$ cat config.mk
export PLATFORM = sky130hd
export DESIGN_NAME = jtdsp16_fetch_dec
export DESIGN_NICKNAME = d
export VERILOG_FILES = /design/src/rtl/jtdsp16_pkg.sv /design/src/rtl/jtdsp16_dec_ctl.sv /design/src/rtl/jtdsp16_fetch_dec.sv
export SDC_FILE = /design/constraint.sdc
export NUM_CORES = 1
export LEC_CHECK = 0
export ABC_AREA = 0
export CAP_MARGIN = 20
export CELL_PAD_IN_SITES_DETAIL_PLACEMENT = 0
export CELL_PAD_IN_SITES_GLOBAL_PLACEMENT = 1
export CORE_ASPECT_RATIO = 1.4
export CORE_MARGIN = 3
export CORE_UTILIZATION = 28
export DETAILED_ROUTE_END_ITERATION = 10
export MAX_ROUTING_LAYER = met4
export PLACE_DENSITY = 0.85
export SETUP_SLACK_MARGIN = 0.02
export SLEW_MARGIN = 20
export SYNTH_ARGS = -nofsm -noshare
export SYNTH_HDL_FRONTEND = slang
export SYNTH_HIERARCHICAL = 1
export SYNTH_SLANG_ARGS = --single-unit
$ cat constraint.sdc
create_clock -name clk -period 2.53 [get_ports clk]
set_input_delay 0.506 -clock clk [delete_from_list [all_inputs] [get_ports clk]]
set_output_delay 0.506 -clock clk [all_outputs]
set_load 0.005 [all_outputs]
$ cat src/rtl/jtdsp16_pkg.sv
// Shared definitions for the DSP16 fetch/decode slice: T-field opcodes,
// sequencer states and the instruction classes produced by the classifier.
package jtdsp16_pkg;

    localparam logic [4:0] T_GOTO_JA0 = 5'b00000;
    localparam logic [4:0] T_GOTO_JA1 = 5'b00001;
    localparam logic [4:0] T_CALL_JA0 = 5'b10000;
    localparam logic [4:0] T_CALL_JA1 = 5'b10001;
    localparam logic [4:0] T_GOTO_B   = 5'b11000;
    localparam logic [4:0] T_RIMM     = 5'b01010;
    localparam logic [4:0] T_RRAM     = 5'b00111;
    localparam logic [4:0] T_DO       = 5'b01110;

    localparam logic [15:0] ICALL_WORD_DEFAULT = 16'hD00E;

    typedef enum logic [1:0] {
        ST_RUN    = 2'd0,
        ST_WAIT   = 2'd1,
        ST_SQUASH = 2'd2
    } state_t;

    typedef enum logic [2:0] {
        CLS_NONE    = 3'd0,
        CLS_GOTO_JA = 3'd1,
        CLS_CALL_JA = 3'd2,
        CLS_GOTO_B  = 3'd3,
        CLS_ICALL   = 3'd4,
        CLS_RIMM    = 3'd5,
        CLS_RRAM    = 3'd6,
        CLS_DO      = 3'd7
    } inst_class_t;

    // Classes whose following fetched word must be thrown away.
    function automatic logic cls_squashes(input inst_class_t c);
        return (c == CLS_GOTO_JA) || (c == CLS_CALL_JA) || (c == CLS_GOTO_B) ||
               (c == CLS_ICALL)   || (c == CLS_RIMM);
    endfunction

endpackage

$ cat src/rtl/jtdsp16_dec_ctl.sv
// Combinational classifier: maps the instruction register onto the
// program-control class that the fetch sequencer acts on.
module jtdsp16_dec_ctl
    import jtdsp16_pkg::*;
#(
    parameter logic [15:0] ICALL_WORD = ICALL_WORD_DEFAULT
) (
    input  logic [15:0] ir,
    output inst_class_t cls
);

    logic [4:0] t_field;

    assign t_field = ir[15:11];

    // icall is an exact word match, so it is checked ahead of the T-field table
    always_comb begin
        cls = CLS_NONE;
        if (ir == ICALL_WORD) begin
            cls = CLS_ICALL;
        end else begin
            case (t_field)
                T_GOTO_JA0, T_GOTO_JA1: cls = CLS_GOTO_JA;
                T_CALL_JA0, T_CALL_JA1: cls = CLS_CALL_JA;
                T_GOTO_B:               cls = CLS_GOTO_B;
                T_RIMM:                 cls = CLS_RIMM;
                T_RRAM:                 cls = CLS_RRAM;
                T_DO:                   cls = CLS_DO;
                default:                cls = CLS_NONE;
            endcase
        end
    end

endmodule

$ cat src/rtl/jtdsp16_fetch_dec.sv
// Fetch/decode stage feeding the XAAU: holds the IR, sequences branches,
// immediate and RAM loads, and flags cycles where an interrupt must wait.
module jtdsp16_fetch_dec
    import jtdsp16_pkg::*;
#(
    parameter logic [15:0] ICALL_WORD = ICALL_WORD_DEFAULT
) (
    input  logic        clk,
    input  logic        rst,
    input  logic        cen,
    input  logic [15:0] rom_dout,
    input  logic        iack,
    output logic [15:0] ir,
    output logic        ir_valid,
    output logic        goto_ja,
    output logic        goto_b,
    output logic        call_ja,
    output logic        icall,
    output logic        post_inc,
    output logic        pc_halt,
    output logic        ram_load,
    output logic        imm_load,
    output logic        do_start,
    output logic [10:0] do_data,
    output logic [2:0]  r_field,
    output logic [11:0] i_field,
    output logic        no_int
);

    state_t      state_q, state_d;
    logic [15:0] ir_q, ir_d;
    logic        ir_valid_q, ir_valid_d;
    logic        primed_q, primed_d;
    inst_class_t cls;
    logic        take_int;
    logic        exec;

    jtdsp16_dec_ctl #(
        .ICALL_WORD (ICALL_WORD)
    ) u_dec_ctl (
        .ir  (ir_q),
        .cls (cls)
    );

    assign take_int = cen & iack;
    assign exec     = ~rst & ~take_int & ir_valid_q & (state_q == ST_RUN);

    assign ir       = ir_q;
    assign ir_valid = ir_valid_q;
    assign do_data  = ir_q[10:0];
    assign r_field  = ir_q[6:4];
    assign i_field  = ir_q[11:0];
    assign no_int   = rst | (state_q != ST_RUN) | ~ir_valid_q | (cls != CLS_NONE);

    // Strobes decoded from the IR, suppressed in reset, on interrupt entry and outside RUN
    always_comb begin
        goto_ja  = 1'b0;
        goto_b   = 1'b0;
        call_ja  = 1'b0;
        icall    = 1'b0;
        pc_halt  = 1'b0;
        ram_load = 1'b0;
        imm_load = 1'b0;
        do_start = 1'b0;
        if (exec) begin
            case (cls)
                CLS_GOTO_JA: goto_ja  = 1'b1;
                CLS_CALL_JA: call_ja  = 1'b1;
                CLS_GOTO_B:  goto_b   = 1'b1;
                CLS_ICALL:   icall    = 1'b1;
                CLS_RIMM:    imm_load = 1'b1;
                CLS_RRAM:    pc_halt  = 1'b1;
                CLS_DO:      do_start = 1'b1;
                default:     ;
            endcase
        end
        if (~rst && ~take_int && (state_q == ST_WAIT)) begin
            ram_load = 1'b1;
        end
        post_inc = ram_load & ir_q[3];
    end

    // Next IR/state: interrupt entry overrides every sequence; the IR only
    // holds while a RAM load waits for its data cycle
    always_comb begin
        state_d    = state_q;
        ir_d       = ir_q;
        ir_valid_d = ir_valid_q;
        primed_d   = primed_q;
        if (cen) begin
            primed_d = 1'b1;
            ir_d     = rom_dout;
            if (iack) begin
                state_d    = ST_SQUASH;
                ir_valid_d = 1'b0;
            end else begin
                case (state_q)
                    ST_RUN: begin
                        ir_valid_d = primed_q;
                        if (exec && cls_squashes(cls)) begin
                            state_d    = ST_SQUASH;
                            ir_valid_d = 1'b0;
                        end else if (exec && (cls == CLS_RRAM)) begin
                            state_d = ST_WAIT;
                            ir_d    = ir_q;
                        end
                    end
                    ST_WAIT: begin
                        state_d    = ST_RUN;
                        ir_valid_d = 1'b1;
                    end
                    ST_SQUASH: begin
                        state_d    = ST_RUN;
                        ir_valid_d = 1'b1;
                    end
                    default: begin
                        state_d    = ST_RUN;
                        ir_valid_d = 1'b0;
                    end
                endcase
            end
        end
    end

    // State registers with synchronous reset taking priority over cen
    always_ff @(posedge clk) begin
        if (rst) begin
            state_q    <= ST_RUN;
            ir_q       <= 16'h0000;
            ir_valid_q <= 1'b0;
            primed_q   <= 1'b0;
        end else begin
            state_q    <= state_d;
            ir_q       <= ir_d;
            ir_valid_q <= ir_valid_d;
            primed_q   <= primed_d;
        end
    end

endmodule
### Word-level counts from Yosys, hierarchy flattened

Memory sizes are Yosys's and may differ from the RTL's. A register that Yosys moved wholly into a read port is not among the register bits.
Cells that the tools add are included.

| storage, ports and cells | value |
|---|---|
| register bits | 20 |
| output and inout port bits | 53 |
| memories | 1 |
| bits in latches | 0 |
| input bits | 20 |
| bits in read-only memories | 96 |
| bits in writable memories | 0 |

| cells by class | value |
|---|---|
| eq/ne operators | 12 |
| div/mod/pow operators | 0 |
| bitwise operators | 11 |
| multiplexer cells | 29 |
| multipliers | 0 |
| reduce and logical (&&, ||, !) cells | 14 |
| shift-type cells | 0 |
| add/subtract/negate cells | 0 |
| order comparisons | 0 |

Memories:

| name | depth | bits a word | read ports | clocked after memory_dff | wr ports | line | text |
|---|---|---|---|---|---|---|---|
| (no name shown) | 32 | 3 | 1 | 1 | 0 | jtdsp16_dec_ctl.sv:22 | `case (t_field)` |

Operators with widths:

| cell | count |
|---|---|
| $mux 16 | 4 |
| $mux 1 | 17 |
| $eq 16x16->1 const B | 1 |
| $eq 3x3->1 const B | 4 |
| $mux 5 | 2 |
| $mux 2 | 4 |
| $eq 3x2->1 const B | 2 |
| $and 1x1->1 | 5 |
| $logic_and 1x1->1 | 4 |
| $logic_or 1x1->1 | 4 |
| $ne 4x2->1 const B | 1 |
| $ne 4x4->1 const B | 1 |
| $reduce_and 2->1 | 2 |
| $eq 3x1->1 const B | 1 |
| $mux 3 | 1 |
| $not 1->1 | 3 |
| $or 1x1->1 | 3 |
| $reduce_bool 3->1 | 1 |
| $eq 2x1->1 const B | 1 |
| $eq 2x2->1 const B | 1 |
| $logic_not 2->1 | 1 |
| $pmux 1 s2 | 1 |
| $reduce_bool 2->1 | 1 |
| $reduce_or 2->1 | 1 |

### Depth between registers and ports, before layout

Gate-level depths: netlist of run 1.

| logic depth | value |
|---|---|
| word-level depth | 13 |
| mapped depth | 7 |

### By module

The synthesis of run 1 kept the hierarchy.

By module, submodules not included:

| module | area an instance (um^2) | times used | cells each | sequential area each (um^2) |
|---|---|---|---|---|
| jtdsp16_fetch_dec | 1331.3 | 1 | 149 | 400.4 |
| jtdsp16_dec_ctl | 120.1 | 1 | 19 | 0.0 |

### Worst setup path before layout of run 1

No wires, ideal clock.

| timing path | value |
|---|---|
| path type | reg2reg |
| start point | reg ir_q[14], in the netlist ir[14] |
| end point | reg ir_q[0], in the netlist ir[0] |
| period minus slack after synthesis | 2.179 ns |
| data arrival time | 2.108 ns |
| cell stages (with the launch flop) | 8 |
| library setup time | 0.072 ns |
| setup slack | 0.351 ns |
| path buffers | 1 |
| required time | 2.458 ns |
| cells stage by stage | dfxtp_1 -> and2b_2 -> nand2_1 -> o32ai_1 -> and4bb_4 -> a31oi_4 -> buf_12 -> mux2i_1 |

| on the way | value |
|---|---|
| cells in the longest elaborated chain, start to end | 11 |
| elaborated cells between the ends (all ways) | 19 |

Ends and longest elaborated chain:

| what | line | text |
|---|---|---|
| start, declared | jtdsp16_fetch_dec.sv:31 | `logic [15:0] ir_q, ir_d;` |
| start signal, assigned | jtdsp16_fetch_dec.sv:134 | `ir_q <= ir_d;` |
| $eq 16x16->1 (*) | jtdsp16_dec_ctl.sv:19 | `if (ir == ICALL_WORD) begin` |
| $mux 3 (*) | jtdsp16_dec_ctl.sv:19 |  |
| net cls[0] | jtdsp16_fetch_dec.sv:34 | `inst_class_t cls;` |
| $eq 3x1->1 / $eq 3x2->1 (equally long branches) | jtdsp16_pkg.sv:35 | `return (c == CLS_GOTO_JA) \|\| (c == CLS_CALL_JA) \|\| (c == CLS_GOTO_B) \|\|` |
| $logic_or 1x1->1 (3 in a row) | jtdsp16_pkg.sv:35 |  |
| $logic_or 1x1->1 | jtdsp16_pkg.sv:36 | `(c == CLS_ICALL) \|\| (c == CLS_RIMM);` |
| $logic_and 1x1->1 | jtdsp16_fetch_dec.sv:100 | `if (exec && cls_squashes(cls)) begin` |
| $mux 16 | jtdsp16_fetch_dec.sv:100 |  |
| $mux 16 | jtdsp16_fetch_dec.sv:97 | `case (state_q)` |
| $mux 16 | jtdsp16_fetch_dec.sv:93 | `if (iack) begin` |

Mark *: on every way through the listed nets, which the timed path passes. The rest lies on a longest branch.
A chain may end at the register's enable or synchronous reset.

### Worst setup path after layout of run 1

| timing path | value |
|---|---|
| start point | reg ir_q[14], in the netlist ir[14] |
| end point | out call_ja |

| on the way | value |
|---|---|
| cells in the longest elaborated chain, start to end | 5 |

Ends and longest elaborated chain:

| what | line | text |
|---|---|---|
| $eq 16x16->1 | jtdsp16_dec_ctl.sv:19 |  |
| $mux 3 | jtdsp16_dec_ctl.sv:19 |  |
| net cls[2] | jtdsp16_fetch_dec.sv:34 |  |
| $eq 3x2->1 | jtdsp16_fetch_dec.sv:66 | `case (cls)` |
| $mux 1 | jtdsp16_fetch_dec.sv:66 |  |
| $mux 1 | jtdsp16_fetch_dec.sv:65 | `if (exec) begin` |
| end, declared | jtdsp16_fetch_dec.sv:17 | `output logic call_ja,` |

The timed path passes the listed nets, and every way through them passes these cells.

==> impl_results.html, run 1 <==
<table>
<tr><th>Metric</th><th>Value</th></tr>
<tr><th colspan="2">Power and ir drop</th></tr>
<tr><td>Sw frac</td><td>0.2547</td></tr>
<tr><td>Sequential cell fraction of total power</td><td>0.401</td></tr>
<tr><td>Proportion of power drawn by the clock network</td><td>0.275</td></tr>
<tr><td>Final Power</td><td>approximately 0.88 mW</td></tr>
<tr><td>Total power divided by cell area</td><td>~370 nW/um^2</td></tr>
<tr><td>Net switching power</td><td>between 0.2 and 0.25 mW</td></tr>
<tr><td>Maximum VDD drop</td><td>~0.17 mV</td></tr>
<tr><td>Combinational share of power</td><td>0.324</td></tr>
<tr><td>Internal power</td><td>0.6542 mW</td></tr>
<tr><td>Leakage dissipation</td><td>about 1 nW</td></tr>
<tr><th colspan="2">CTS</th></tr>
<tr><td>CTS HTree Levels</td><td>1</td></tr>
<tr><td>Number of clock buffers inserted by TritonCTS</td><td>3</td></tr>
<tr><td>CTS sink cnt</td><td>20</td></tr>
<tr><td>Clock tree from TritonCTS</td><td>yes</td></tr>
<tr><td>Number of buffers between clock root and the deepest sink</td><td>2</td></tr>
<tr><td>Insertion delay to the later sink of the worst-skew pair</td><td>approximately 250 ps</td></tr>
<tr><td>Number of hold buffers added after CTS</td><td>0</td></tr>
<tr><td>Worst-path clk slew</td><td>around 80 ps</td></tr>
<tr><td>Root Driver</td><td>sky130_fd_sc_hd__clkbuf_8</td></tr>
<tr><th colspan="2">Worst hold path</th></tr>
<tr><td>Number of cells on the worst hold path</td><td>2</td></tr>
<tr><td>Sink of the worst hold path</td><td>primed_q</td></tr>
<tr><td>Hold Path Class</td><td>reg2reg</td></tr>
<tr><td>Beginning of the worst hold path</td><td>primed_q</td></tr>
<tr><th colspan="2">Yosys</th></tr>
<tr><td>Cells after Synth</td><td>roughly 170</td></tr>
<tr><td>Distinct cell type count after synthesis</td><td>40</td></tr>
<tr><td>Post-synthesis cell type with the largest combined area</td><td>sky130_fd_sc_hd__dfxtp_1</td></tr>
<tr><td>Synth async-reset ratio</td><td>0</td></tr>
<tr><td>Top area cells in the synthesized netlist</td><td>sky130_fd_sc_hd__dfxtp_1 (28%), sky130_fd_sc_hd__nand2b_1 (15%), sky130_fd_sc_hd__buf_4 (13%), sky130_fd_sc_hd__mux2i_1 (11%), sky130_fd_sc_hd__ha_1 (2.6%)</td></tr>
<tr><td>Cell area after synthesis</td><td>~1500 sq um</td></tr>
<tr><td>Synth top cells by count</td><td>sky130_fd_sc_hd__nand2b_1 (34), sky130_fd_sc_hd__buf_4 (26), sky130_fd_sc_hd__dfxtp_1 (20)</td></tr>
<tr><td>Total nets after synthesis</td><td>between 150 and 200</td></tr>
<tr><td>Flip-flop cell with the highest count after synthesis</td><td>sky130_fd_sc_hd__dfxtp_1</td></tr>
<tr><td>Synthesized area divided by synthesized cell count</td><td>~8.6 sq um</td></tr>
<tr><td>Yosys Warn Count</td><td>6</td></tr>
<tr><td>Sequential area share after synthesis</td><td>0.2759</td></tr>
<tr><td>Post-synth EDFFs</td><td>0</td></tr>
<tr><td>Top-area cell type share of the netlist area</td><td>0.2759</td></tr>
<tr><td>Cell with the most instances after synthesis</td><td>sky130_fd_sc_hd__nand2b_1</td></tr>
<tr><td>Synthesis-stage register bit count</td><td>20</td></tr>
<tr><th colspan="2">Placement</th></tr>
<tr><td>Placer congestion estimate</td><td>0.8076</td></tr>
<tr><td>Count of buffers from port buffering</td><td>between 70 and 80</td></tr>
<tr><td>Post-place instance area</td><td>2208 sq um</td></tr>
<tr><td>Dpl hpwl</td><td>around 2800 um</td></tr>
<tr><th colspan="2">Finish</th></tr>
<tr><td>Number of antenna cells inserted</td><td>0</td></tr>
<tr><td>Utilization after layout</td><td>0.4835</td></tr>
<tr><td>Fraction of layout cells with a size suffix above 1</td><td>0.2176</td></tr>
<tr><td>Count of nets after finishing</td><td>roughly 260</td></tr>
<tr><td>Area growth syn-to-layout</td><td>63.79%</td></tr>
<tr><td>Fin area</td><td>2377 sq um</td></tr>
<tr><th colspan="2">STA</th></tr>
<tr><td>Unrepaired setup endpoints after global routing</td><td>true</td></tr>
<tr><td>Crit path time final</td><td>between 2000 and 2500 ps</td></tr>
<tr><td>Slew at the pin with the worst max-slew slack</td><td>between 300 and 400 ps</td></tr>
<tr><td>Hold violation total from the final report</td><td>0</td></tr>
<tr><td>Final setup TNS</td><td>0 ps</td></tr>
<tr><td>Final hold slack</td><td>between 400 and 500 ps</td></tr>
<tr><td>Portion of the clock cycle consumed by the worst path in the final layout</td><td>0.9428</td></tr>
<tr><td>Number of max-slew violations in the final report</td><td>0</td></tr>
<tr><td>Setup violation total in the final timing report</td><td>0</td></tr>
<tr><td>Setup Skew</td><td>roughly 3.3 ps</td></tr>
<tr><td>Fmax</td><td>0.4192 GHz</td></tr>
<tr><td>Slew Limit Headroom</td><td>0.7533</td></tr>
<tr><th colspan="2">Worst setup path</th></tr>
<tr><td>Slack of the worst reg-to-reg path</td><td>around 500 ps</td></tr>
<tr><td>Critical path launch point type</td><td>flop</td></tr>
<tr><td>R2R Path Start</td><td>ir[11]</td></tr>
<tr><td>Crit. End Element</td><td>output pin</td></tr>
<tr><td>Path depth of the worst reg2reg path</td><td>8</td></tr>
<tr><td>Data arrival, critical path</td><td>1880 ps</td></tr>
<tr><td>Reg2Reg Capture Point</td><td>ir[2]</td></tr>
<tr><td>Required arrival time at the worst endpoint</td><td>2020 ps</td></tr>
<tr><td>Largest driver fanout on the critical path</td><td>6</td></tr>
<tr><td>Kind of critical path</td><td>reg2out</td></tr>
<tr><th colspan="2">Die</th></tr>
<tr><td>Number of placement rows</td><td>30</td></tr>
<tr><td>Width of the die</td><td>about 67 um</td></tr>
<tr><td>Io pins</td><td>between 70 and 80</td></tr>
<tr><td>Die outline area</td><td>6096 sq um</td></tr>
<tr><td>Height of the chip</td><td>between 90 and 100 um</td></tr>
<tr><td>Core area</td><td>4917 sq um</td></tr>
<tr><td>Starting Density</td><td>0.2952</td></tr>
<tr><th colspan="2">GRT</th></tr>
<tr><td>Grt total ovfl</td><td>0</td></tr>
<tr><td>Vias in the first global route</td><td>between 1000 and 1500</td></tr>
<tr><td>Combined global-route utilization of all metal layers</td><td>0.1220</td></tr>
<tr><td>Global-route wire length before repair</td><td>between 5000 and 6000 um</td></tr>
<tr><td>Number of antenna violations at the first check in global routing</td><td>0</td></tr>
<tr><td>Pin count of the biggest net entering global routing</td><td>28</td></tr>
<tr><th colspan="2">Route</th></tr>
<tr><td>Number of DRC violations after detailed-routing iteration 0</td><td>40</td></tr>
<tr><td>DRC errors left</td><td>0</td></tr>
<tr><td>Average wire per cell in the routed design</td><td>between 10 and 15 um</td></tr>
<tr><td>Via density</td><td>around 4.5</td></tr>
<tr><td>Number of detailed-routing iterations run before antenna repair</td><td>4</td></tr>
<tr><td>Final antenna-violating net count</td><td>0</td></tr>
<tr><td>Wirelength, routed</td><td>around 3700 um</td></tr>
<tr><td>Via count of the routed design</td><td>about 1400</td></tr>
<tr><th colspan="2">Run status</th></tr>
<tr><td>Run status</td><td>finished, final reports clean</td></tr>
<tr><th colspan="2">Flow run</th></tr>
<tr><td>Max Cap Viol</td><td>0</td></tr>
</table>
[placed cells by master (no fill, tap or decap), types with 2 or more instances in the layout]
master,count
sky130_fd_sc_hd__nand2_1,4
sky130_fd_sc_hd__clkbuf_8,4
sky130_fd_sc_hd__nand2_2,2
sky130_fd_sc_hd__nor2b_1,4
sky130_fd_sc_hd__inv_1,5
sky130_fd_sc_hd__and2_1,2
sky130_fd_sc_hd__ha_1,3
sky130_fd_sc_hd__nand3_1,4
sky130_fd_sc_hd__dlygate4sd2_1,6
sky130_fd_sc_hd__dlymetal6s2s_1,2
sky130_fd_sc_hd__buf_6,3
sky130_fd_sc_hd__a311oi_1,3
sky130_fd_sc_hd__buf_4,23
sky130_fd_sc_hd__mux2i_1,16
sky130_fd_sc_hd__nand2b_1,34
sky130_fd_sc_hd__clkdlybuf4s50_1,63
sky130_fd_sc_hd__and3b_2,2
sky130_fd_sc_hd__dfxtp_1,18
sky130_fd_sc_hd__nor3_2,3
sky130_fd_sc_hd__nor2_1,5
sky130_fd_sc_hd__o21ai_1,2
sky130_fd_sc_hd__dfxtp_2,2
sky130_fd_sc_hd__nor3_1,3
[metal layers]
metal / track usage / wire length [um] / vias up
met5: - / 0 / -
met4: 0.02030 / 10 / 0
met3: 0.02104 / 252 / 2
met2: 0.2177 / 1901 / 46
met1: 0.1419 / 1535 / 630
li1: - / - / 690
[cell families (layout without fill, tap and decap cells)]
| family | Yosys count | count (layout) | synth area share |
|---|---|---|---|
| xor gates and xnor gates | 1 | 1 | 0.006036 |
| adders and majority gates | 3 | 3 | 0.02586 |
| DFF | 20 | 20 | 0.2759 |
| muxes | 16 | 16 | 0.1103 |
| buffers and inverters | 37 | 108 | 0.1759 |
| AOI/OAI and AO/OA | 14 | 14 | 0.07932 |
| and+or+nand+nor | 77 | 77 | 0.3267 |
[registers in the layout, summed over array words and instances (netlist names)]
| register | count |
|---|---|
| primed_q | 1 |
| ir | 16 |
| ir_valid | 1 |
| state_q | 2 |
[area by class of cell]
type	count	area, sq um
Fill cell	473	2540
Clock buffer	4	55.05
Sequential cell	20	402.9
Timing Repair Buffer	99	944.7
Multi-Input combinational cell	111	875.8
Inverter	5	18.77
Tap cell	64	80.08
[how the worst max path moves through the flow]
stage,slack [ps],depth (start not counted),start,endpoint
after detailed placement,-40,5,rst,goto_ja
after global routing,9,8,ir[14],call_ja
after global placement,-10,5,rst,goto_ja
final,140,8,ir[14],call_ja
after CTS,30,5,iack,post_inc
after floorplan,350,7,ir[14],ir[0]
[critical path: stages, from the launching register on]
cell	delay (ps)
sky130_fd_sc_hd__dfxtp_1	330
sky130_fd_sc_hd__buf_4	150
sky130_fd_sc_hd__and3b_2	200
sky130_fd_sc_hd__o21ai_1	170
sky130_fd_sc_hd__o21ai_2	110
sky130_fd_sc_hd__buf_6	140
sky130_fd_sc_hd__nand2b_1	140
sky130_fd_sc_hd__nor3_1	130
sky130_fd_sc_hd__dlygate4sd2_1	260
[per-stage QoR]
step	instances	setup WS (ps)
global placement	296	-14.21
CTS	302	33.45
finish	303	144.6
floorplan	168	350.6
global route	303	9.158
detailed placement	296	-41.95
[power by group through the flow]
| stage | Clock [mW] | Combinational, mW | Sequential [mW] |
|---|---|---|---|
| detailed placement | 0 | 0.261 | 0.357 |
| global route | 0.267 | 0.308 | 0.356 |
| global placement | 0 | 0.259 | 0.356 |
| finish | 0.242 | 0.284 | 0.352 |
| floorplan | 0 | 0.124 | 0.364 |
| CTS | 0.254 | 0.278 | 0.351 |
[repair_timing]
| action | CTS | global route |
|---|---|---|
| pin swaps | 5 | 3 |
| gates cloned | 0 | 0 |
| gates resized for setup | 21 | 13 |
| setup endpoints to repair | 8 | 3 |
| setup buffers | 2 | 1 |
Power figures use the tool's default switching activity.
==> run 2, diff against run 1 <==
--- a/config.mk
+++ b/config.mk
@@ -6,7 +6,6 @@
 export NUM_CORES = 1
 export LEC_CHECK = 0
 export ABC_AREA = 0
-export CAP_MARGIN = 20
 export CELL_PAD_IN_SITES_DETAIL_PLACEMENT = 0
 export CELL_PAD_IN_SITES_GLOBAL_PLACEMENT = 1
 export CORE_ASPECT_RATIO = 1.4
==> results of run 2 <==
Final layout, timing and power as in run 1 (identical DEF).
